--- config.mk ---
export PLATFORM = sky130hd
export DESIGN_NAME = mem_port_arbiter_flat
export DESIGN_NICKNAME = d
export VERILOG_FILES = /design/src/rtl/mem_port_arbiter_pkg.sv /design/src/rtl/mem_port_arbiter_if.sv /design/src/rtl/mem_port_arbiter_sat_counter.sv /design/src/rtl/mem_port_arbiter.sv /design/src/flat_wrapper.sv
export SDC_FILE = /design/constraint.sdc
export NUM_CORES = 1
export LEC_CHECK = 0
export BUFFER_PORTS_ARGS = -buffer_cell sky130_fd_sc_hd__buf_4
export CORE_MARGIN = 1
export CORE_UTILIZATION = 38
export DETAILED_ROUTE_END_ITERATION = 16
export PLACE_DENSITY = 0.74
export SYNTH_ARGS = -nofsm -noshare
export SYNTH_HDL_FRONTEND = slang
export SYNTH_SLANG_ARGS = --single-unit
--- constraint.sdc ---
create_clock -name CLK -period 1.5 [get_ports CLK]
set_input_delay 0.075 -clock CLK [delete_from_list [all_inputs] [get_ports CLK]]
set_output_delay 0.075 -clock CLK [all_outputs]
set_load 0.02 [all_outputs]
--- src/rtl/mem_port_arbiter_pkg.sv ---
// Shared definitions for the unified-memory port arbiter: state encoding,
// default parameter values and a counter-width helper.
package mem_port_arbiter_pkg;

    typedef enum logic [1:0] {
        IDLE     = 2'd0,
        CPU_BUSY = 2'd1,
        DMA_BUSY = 2'd2
    } arbState_t;

    localparam int DEF_ADDR_W     = 16;
    localparam int DEF_DATA_W     = 16;
    localparam int DEF_MEM_LAT    = 2;
    localparam int DEF_STARVE_MAX = 4;

    // Bits needed to hold 0..maxVal; never narrower than one bit.
    function automatic int cntWidth(input int maxVal);
        if (maxVal > 0) begin
            return $clog2(maxVal + 1);
        end else begin
            return 1;
        end
    endfunction

endpackage

--- src/rtl/mem_port_arbiter_if.sv ---
// CPU, DMA and RAM signal bundle for the memory port arbiter.
// The slave modport is the arbiter's view; master is the surrounding system.
interface mem_port_arbiter_if #(
    parameter int ADDR_W = 16,
    parameter int DATA_W = 16
);
    logic              cpu_read;
    logic              cpu_write;
    logic [ADDR_W-1:0] cpu_addr;
    logic [DATA_W-1:0] cpu_wdata;
    logic [DATA_W-1:0] cpu_rdata;
    logic              cpu_stall;

    logic              dma_req;
    logic              dma_we;
    logic [ADDR_W-1:0] dma_addr;
    logic [DATA_W-1:0] dma_wdata;
    logic [DATA_W-1:0] dma_rdata;
    logic              dma_ack;

    logic              mem_en;
    logic              mem_we;
    logic [ADDR_W-1:0] mem_addr;
    logic [DATA_W-1:0] mem_wdata;
    logic [DATA_W-1:0] mem_rdata;

    modport slave (
        input  cpu_read, cpu_write, cpu_addr, cpu_wdata,
        output cpu_rdata, cpu_stall,
        input  dma_req, dma_we, dma_addr, dma_wdata,
        output dma_rdata, dma_ack,
        output mem_en, mem_we, mem_addr, mem_wdata,
        input  mem_rdata
    );

    modport master (
        output cpu_read, cpu_write, cpu_addr, cpu_wdata,
        input  cpu_rdata, cpu_stall,
        output dma_req, dma_we, dma_addr, dma_wdata,
        input  dma_rdata, dma_ack,
        input  mem_en, mem_we, mem_addr, mem_wdata,
        output mem_rdata
    );

endinterface

--- src/rtl/mem_port_arbiter_sat_counter.sv ---
// Saturating up-counter with synchronous clear; clear has priority over increment.
module mem_port_arbiter_sat_counter #(
    parameter int W   = 3,
    parameter int MAX = 4
) (
    input  logic         CLK,
    input  logic         Reset,
    input  logic         inc,
    input  logic         clr,
    output logic [W-1:0] count,
    output logic         at_max
);

    logic [W-1:0] count_r;

    // Count register: clear, saturating increment, or hold.
    always_ff @(posedge CLK or posedge Reset) begin
        if (Reset) begin
            count_r <= {W{1'b0}};
        end else if (clr) begin
            count_r <= {W{1'b0}};
        end else if (inc && (count_r != W'(MAX))) begin
            count_r <= count_r + W'(1);
        end else begin
            count_r <= count_r;
        end
    end

    assign count  = count_r;
    assign at_max = (count_r == W'(MAX));

endmodule

--- src/rtl/mem_port_arbiter.sv ---
// Arbitrates the single RAM port between the multicycle CPU and a DMA requester.
// CPU has priority; a starvation counter lets a waiting DMA request win eventually.
module mem_port_arbiter
    import mem_port_arbiter_pkg::*;
#(
    parameter int ADDR_W     = DEF_ADDR_W,
    parameter int DATA_W     = DEF_DATA_W,
    parameter int MEM_LAT    = DEF_MEM_LAT,
    parameter int STARVE_MAX = DEF_STARVE_MAX
) (
    input logic              CLK,
    input logic              Reset,
    mem_port_arbiter_if.slave bus
);

    localparam int LAT_W = cntWidth(MEM_LAT - 1);
    localparam int SW    = cntWidth(STARVE_MAX);

    arbState_t         state_r;
    arbState_t         nextState_s;
    logic [LAT_W-1:0]  latCnt_r;
    logic              memEn_r;
    logic              memWe_r;
    logic [ADDR_W-1:0] memAddr_r;
    logic [DATA_W-1:0] memWdata_r;

    logic              cpuReq_s;
    logic              cpuGrant_s;
    logic              dmaGrant_s;
    logic              latZero_s;
    logic              cpuDone_s;
    logic              dmaDone_s;
    logic [SW-1:0]     starveCnt_s;
    logic              starveAtMax_s;

    assign cpuReq_s  = bus.cpu_read | bus.cpu_write;
    assign latZero_s = (latCnt_r == LAT_W'(0));

    // Counts cycles a pending DMA request has been passed over.
    mem_port_arbiter_sat_counter #(
        .W   (SW),
        .MAX (STARVE_MAX)
    ) u_starve (
        .CLK    (CLK),
        .Reset  (Reset),
        .inc    (bus.dma_req && !dmaGrant_s && !starveAtMax_s),
        .clr    (dmaGrant_s || !bus.dma_req),
        .count  (starveCnt_s),
        .at_max (starveAtMax_s)
    );

    // State register.
    always_ff @(posedge CLK or posedge Reset) begin
        if (Reset) begin
            state_r <= IDLE;
        end else begin
            state_r <= nextState_s;
        end
    end

    // Next-state and grant decision; grants happen only from IDLE.
    always_comb begin
        nextState_s = state_r;
        cpuGrant_s  = 1'b0;
        dmaGrant_s  = 1'b0;
        case (state_r)
            IDLE: begin
                if (bus.dma_req && (!cpuReq_s || (starveCnt_s == SW'(STARVE_MAX)))) begin
                    dmaGrant_s  = 1'b1;
                    nextState_s = DMA_BUSY;
                end else if (cpuReq_s) begin
                    cpuGrant_s  = 1'b1;
                    nextState_s = CPU_BUSY;
                end else begin
                    nextState_s = IDLE;
                end
            end
            CPU_BUSY, DMA_BUSY: begin
                if (latZero_s) begin
                    nextState_s = IDLE;
                end else begin
                    nextState_s = state_r;
                end
            end
            default: begin
                nextState_s = IDLE;
            end
        endcase
    end

    // RAM command registers and latency counter; mem_en pulses in the first BUSY cycle only.
    always_ff @(posedge CLK or posedge Reset) begin
        if (Reset) begin
            memEn_r    <= 1'b0;
            memWe_r    <= 1'b0;
            memAddr_r  <= {ADDR_W{1'b0}};
            memWdata_r <= {DATA_W{1'b0}};
            latCnt_r   <= LAT_W'(0);
        end else begin
            memEn_r <= cpuGrant_s | dmaGrant_s;
            if (dmaGrant_s) begin
                memWe_r    <= bus.dma_we;
                memAddr_r  <= bus.dma_addr;
                memWdata_r <= bus.dma_wdata;
                latCnt_r   <= LAT_W'(MEM_LAT - 1);
            end else if (cpuGrant_s) begin
                memWe_r    <= bus.cpu_write;
                memAddr_r  <= bus.cpu_addr;
                memWdata_r <= bus.cpu_wdata;
                latCnt_r   <= LAT_W'(MEM_LAT - 1);
            end else begin
                memWe_r <= 1'b0;
                if ((state_r != IDLE) && !latZero_s) begin
                    latCnt_r <= latCnt_r - LAT_W'(1);
                end else begin
                    latCnt_r <= latCnt_r;
                end
            end
        end
    end

    // Completion decode and requester-side outputs, valid in the done cycle.
    always_comb begin
        cpuDone_s     = 1'b0;
        dmaDone_s     = 1'b0;
        bus.cpu_rdata = {DATA_W{1'b0}};
        bus.dma_rdata = {DATA_W{1'b0}};
        case (state_r)
            CPU_BUSY: cpuDone_s = latZero_s;
            DMA_BUSY: dmaDone_s = latZero_s;
            default:  cpuDone_s = 1'b0;
        endcase
        if (cpuDone_s) begin
            bus.cpu_rdata = bus.mem_rdata;
        end else begin
            bus.cpu_rdata = {DATA_W{1'b0}};
        end
        if (dmaDone_s) begin
            bus.dma_rdata = bus.mem_rdata;
        end else begin
            bus.dma_rdata = {DATA_W{1'b0}};
        end
    end

    assign bus.cpu_stall = cpuReq_s && !cpuDone_s;
    assign bus.dma_ack   = dmaDone_s;
    assign bus.mem_en    = memEn_r;
    assign bus.mem_we    = memWe_r;
    assign bus.mem_addr  = memAddr_r;
    assign bus.mem_wdata = memWdata_r;

endmodule
--- src/flat_wrapper.sv ---
// flat-port wrapper written by rule: the top's interface ports become plain ports
module mem_port_arbiter_flat import mem_port_arbiter_pkg::*;
#(
    parameter int ADDR_W     = DEF_ADDR_W,
    parameter int DATA_W     = DEF_DATA_W,
    parameter int MEM_LAT    = DEF_MEM_LAT,
    parameter int STARVE_MAX = DEF_STARVE_MAX
)
  (CLK, Reset, bus_cpu_read, bus_cpu_write, bus_cpu_addr, bus_cpu_wdata, bus_cpu_rdata, bus_cpu_stall, bus_dma_req, bus_dma_we, bus_dma_addr, bus_dma_wdata, bus_dma_rdata, bus_dma_ack, bus_mem_en, bus_mem_we, bus_mem_addr, bus_mem_wdata, bus_mem_rdata);
  mem_port_arbiter_if #(.ADDR_W(ADDR_W), .DATA_W(DATA_W)) bus_i ();
  input logic CLK;
  input logic Reset;
  input wire logic [$bits(bus_i.cpu_read)-1:0] bus_cpu_read;
  input wire logic [$bits(bus_i.cpu_write)-1:0] bus_cpu_write;
  input wire logic [$bits(bus_i.cpu_addr)-1:0] bus_cpu_addr;
  input wire logic [$bits(bus_i.cpu_wdata)-1:0] bus_cpu_wdata;
  output wire logic [$bits(bus_i.cpu_rdata)-1:0] bus_cpu_rdata;
  output wire logic [$bits(bus_i.cpu_stall)-1:0] bus_cpu_stall;
  input wire logic [$bits(bus_i.dma_req)-1:0] bus_dma_req;
  input wire logic [$bits(bus_i.dma_we)-1:0] bus_dma_we;
  input wire logic [$bits(bus_i.dma_addr)-1:0] bus_dma_addr;
  input wire logic [$bits(bus_i.dma_wdata)-1:0] bus_dma_wdata;
  output wire logic [$bits(bus_i.dma_rdata)-1:0] bus_dma_rdata;
  output wire logic [$bits(bus_i.dma_ack)-1:0] bus_dma_ack;
  output wire logic [$bits(bus_i.mem_en)-1:0] bus_mem_en;
  output wire logic [$bits(bus_i.mem_we)-1:0] bus_mem_we;
  output wire logic [$bits(bus_i.mem_addr)-1:0] bus_mem_addr;
  output wire logic [$bits(bus_i.mem_wdata)-1:0] bus_mem_wdata;
  input wire logic [$bits(bus_i.mem_rdata)-1:0] bus_mem_rdata;
  assign bus_i.cpu_read = bus_cpu_read;
  assign bus_i.cpu_write = bus_cpu_write;
  assign bus_i.cpu_addr = bus_cpu_addr;
  assign bus_i.cpu_wdata = bus_cpu_wdata;
  assign bus_cpu_rdata = bus_i.cpu_rdata;
  assign bus_cpu_stall = bus_i.cpu_stall;
  assign bus_i.dma_req = bus_dma_req;
  assign bus_i.dma_we = bus_dma_we;
  assign bus_i.dma_addr = bus_dma_addr;
  assign bus_i.dma_wdata = bus_dma_wdata;
  assign bus_dma_rdata = bus_i.dma_rdata;
  assign bus_dma_ack = bus_i.dma_ack;
  assign bus_mem_en = bus_i.mem_en;
  assign bus_mem_we = bus_i.mem_we;
  assign bus_mem_addr = bus_i.mem_addr;
  assign bus_mem_wdata = bus_i.mem_wdata;
  assign bus_i.mem_rdata = bus_mem_rdata;
  mem_port_arbiter #(.ADDR_W(ADDR_W), .DATA_W(DATA_W), .MEM_LAT(MEM_LAT), .STARVE_MAX(STARVE_MAX)) u_core (.CLK(CLK), .Reset(Reset), .bus(bus_i));
endmodule
==> reports/summary.md <==
The flow ran to the end, but the final reports show violations. The final reports fail on negative setup slack. The full die area was 0.00623 mm²; the number of vias per cell was 5.26. The setup path with the least slack is of type register to primary output.

Summed over all layers, the routed wires come to 7700 µm. The largest buffer count on any clock path is 2. The start of the worst register-to-register path was u_core.state_r[0]$_DFFE_PP0P_. The floorplan row count was 27; the half-perimeter wire length after detailed placement was 5160 µm. On the worst path, the slowest cell contributes a delay of 0.40 ns. The clock latency of the later-clocked register in the worst-skew pair was 0.29 ns; the number of port buffers was 153. The top cell types in the final layout, fill and taps aside, are sky130_fd_sc_hd__buf_4 (135), sky130_fd_sc_hd__dfrtp_1 (40), sky130_fd_sc_hd__nor2_1 (34).

For the pin with the worst max-slew slack, the measured transition is 0.605 ns. For the count of boundary I/O pins, the log shows 154. The area fraction of the dominant cell type after synthesis is 0.445. The final net count came out at 514. The fraction of synthesized area in multiplexers came out at 0.00501. The analysis attributes to cell leakage a power of 0.00187 µW.

The logs give 0.233 for the overall global routing resource usage and 0 for the total of max-cap violations. Counting both buffers and inverters, the worst setup path holds a total of 3. Summing all multi-input logic gate instances after layout gives 0.00128 mm². Summing all flip-flop and latch instances after layout gives 0.00100 mm².

The maximum number of pins on one net before global-route repair was 33; the clock slew seen by the registers of the worst setup and hold paths was 0.08 ns. Summing over every cut layer, the via total after detailed routing is 2,606. In this run the power density over the cells is 1640 mW/mm².

Initial antenna violation count: 0. Along the worst path, the maximum fanout reaches 17. Prevailing post-synth register cell: sky130_fd_sc_hd__dfrtp_1. The number of global-route vias before repair is 2,456. In this run the clock root is driven by a sky130_fd_sc_hd__clkbuf_8. Averaged over all synthesized cells, the footprint is 8.65 µm². The least setup slack across all paths after layout is -0.0890 ns. The worst setup path is captured at a primary output. The count of nets left with antenna violations once routing finished came out at 0.

At the worst endpoint, the required time is 1.42 ns. The clock period minus worst slack came out at 1.59 ns. The end of the worst register-to-register path was u_core.bus.mem_wdata[9]$_DFFE_PP0P_. STA classifies the critical path startpoint as a register. Counting cells, the worst reg-to-reg path comes to 7.

The signal on the critical path passes through inv_2 -> ha_1 -> nor2b_4 -> buf_12 -> and2_1 -> buf_6. For the worst hold slack across all endpoints, the log shows 0.0395 ns. Setup violations remaining at the end of the flow were counted as 35.

The tools report the clock sink count as 40. By area the synthesized netlist is led by sky130_fd_sc_hd__dfrtp_1 (44%), sky130_fd_sc_hd__and2_1 (9.2%), sky130_fd_sc_hd__a31oi_1 (8.9%). The setup check on the worst reg-to-reg path leaves a slack of -0.03 ns. The layout cell share with drive strength beyond 1 was 0.522. The number of failing hold endpoints at the final stage was 0.

The largest family of logic cells by synthesized area was simple AND/OR/NAND/NOR gates. The share of the clock period used by the worst path after layout came out at 1.06. Counting flops and latches in the post-synthesis netlist gives 40. Yosys printed 0 warnings. The placer's final routability congestion estimate is 0.771.

The run gives 0.445 as the sequential fraction of the synthesis area. The floorplan core area was 0.00561 mm². The tools report the number of slew-limit violations in the final report as 0. The cell family contributing the most delay on the critical path is flip-flops. The dominant cell type by area after synthesis is sky130_fd_sc_hd__dfrtp_1. For the final routed database, the setup TNS stands at -1.73 ns. For the count of TritonRoute iterations in the first routing pass, the log shows 4. The share of the synthesized area in compound gates (AO/OA/AOI/OAI) came out at 0.197. The endpoint of the worst setup timing path is bus_dma_rdata[7]. The netlist uses 26 different library cells. The basic-gate share of the synthesized area counting and, or, nand and nor cells was 0.253. The post-synth design cell area was 0.00225 mm²; the finished layout cell area was 0.00410 mm².

The tightest min-delay check is of the primary input to register type. The number of clock buffers added by TritonCTS is 5. Data on the critical path arrives at its endpoint at 1.51 ns.

After filler insertion, the fill cell instance count of the layout stands at 426. Setup repair after global routing could not meet its margin everywhere. The wire length per cell after detailed routing works out to 15.6 µm. The wire length of the first global-routing pass came out at 11,300 µm. In this run, synthesis inferred 0 flip-flops with an integrated enable. Leaving out fill and tap cells, the most frequent cell in the layout is sky130_fd_sc_hd__buf_4. For the worst voltage drop across the vdd grid, the log shows 0.876 mV.

After detailed routing, the number of remaining DRC violations is 0. The worst slew margin relative to its limit came out at 0.594. The origin of the worst setup path is u_core.state_r[0]$_DFFE_PP0P_. The logs give 260 for the count of mapped cells out of synthesis and 351 for the net count of the mapped netlist. The async set-reset flop share out of synthesis was 1.00; the maximum clock skew at final layout was 0.00732 ns. In this run the number of cells on the critical path is 6.

The area growth from synthesis to final layout was 82.0%. The tools report the count of inserted antenna diode cells as 0. Based on the critical path, the design can be clocked at up to 629 MHz. Xor and xnor area share after synthesis: 0.00389. Final core area utilization: 0.730. The initial standard-cell utilization of the core was 0.401; the horizontal die dimension was 78.9 µm.

Once placement finished, the instance area stood at 0.00351 mm². Fraction of the mapped netlist area in adder cells: 0.0278. TritonCTS built the clock tree. The H-tree was split into 2 levels. At the placement stage, the worst setup path has a slack of -0.219 ns. The slowest library cell on the worst path is sky130_fd_sc_hd__dfrtp_1. The logs give 149 for the number of DRC violations after detailed-routing iteration 0 and 0 for the residual overflow from global routing. The vertical die dimension is 78.9 µm.
==> metal layers <==
layer | track usage | vias to the layer above | part of all wire
met1 | 0.252 | 1231 | 0.38
met4 | 0.0582 | 0 | 0.012
met2 | 0.436 | 118 | 0.52
li1 | - | 1247 | -
met3 | 0.0747 | 10 | 0.084
met5 | 0 | - | 0
==> cell usage after synthesis (all sizes together), types with 2 or more instances <==
master	n
a21o	2
a31oi	32
and2	33
and3	2
buf	15
clkbuf	7
dfrtp	40
ha	5
inv	5
nand2	6
nand3	34
nor2	34
nor2b	2
o21ai	34
==> worst min path at each step <==
stage	from	end	slack, ns	depth (start not counted)
after global placement	Reset	u_core.bus.mem_addr[8]$_DFFE_PP0P_	0.10	2
after floorplan	bus_cpu_write	u_core.bus.mem_we$_DFF_PP0_	0.22	2
after CTS	bus_dma_addr[10]	u_core.bus.mem_addr[10]$_DFFE_PP0P_	0.05	3
final	bus_dma_addr[8]	u_core.bus.mem_addr[8]$_DFFE_PP0P_	0.04	3
after global routing	bus_dma_addr[9]	u_core.bus.mem_addr[9]$_DFFE_PP0P_	0.04	3
after detailed placement	Reset	u_core.bus.mem_addr[8]$_DFFE_PP0P_	0.10	2
==> layout make-up <==
| cell class | instances | share of cell area |
|---|---|---|
| timing repair buffer | 178 | 0.398 |
| multi-input combinational | 193 | 0.312 |
| sequential | 40 | 0.244 |
| tap | 72 | 0.0220 |
| clock buffer | 6 | 0.0177 |
| inverter | 5 | 0.00458 |
| clock inverter | 1 | 0.00122 |
==> cells by family (layout without fill, tap and decap cells) <==
| family | count (synthesis) | after routing |
|---|---|---|
| compound gates | 73 | 73 |
| xor+xnor | 1 | 1 |
| fa+ha+maj | 5 | 5 |
| buf+inv | 27 | 190 |
| flops | 40 | 40 |
| mux | 1 | 1 |
| simple gates | 113 | 113 |
==> stage by stage <==
step	total power, µW	std cells
after floorplan	3920	260
after global placement	5290	476
after detailed placement	5350	476
after CTS	6200	486
after global routing	7130	495
final	6700	495
==> flip-flops by register name, summed over array words and instances (netlist names) <==
signal and flops:
u_core.bus.mem_wdata 16, u_core.bus.mem_addr 16, u_core.state_r 2, u_core.bus.mem_en 1, u_core.bus.mem_we 1, u_core.latCnt_r 1
u_core.u_starve.count 3
==> power by group <==
| part | internal [µW] | switching (µW) |
|---|---|---|
| clock | 316 | 354 |
| combinational | 1970 | 2170 |
| sequential | 1590 | 299 |
==> tightest hold or removal path: cells and delay by family <==
| family | cells | cell delay [ns] |
|---|---|---|
| buffers and inverters | 1 | 0.11 |
| AO/OA/AOI/OAI | 1 | 0.06 |
| AND/OR/NAND/NOR | 1 | 0.04 |
==> what timing repair did <==
item | in CTS | in global routing
setup endpoints to repair | 67 | 68
cloned | 0 | 5
hold buffers | 1 | 0
pin swaps | 1 | 30
gates resized for setup | 43 | 42
buffers inserted | 2 | 4
endpoints found under the hold margin | 15 | 0
No activity file was read; power rests on OpenSTA's default activity.
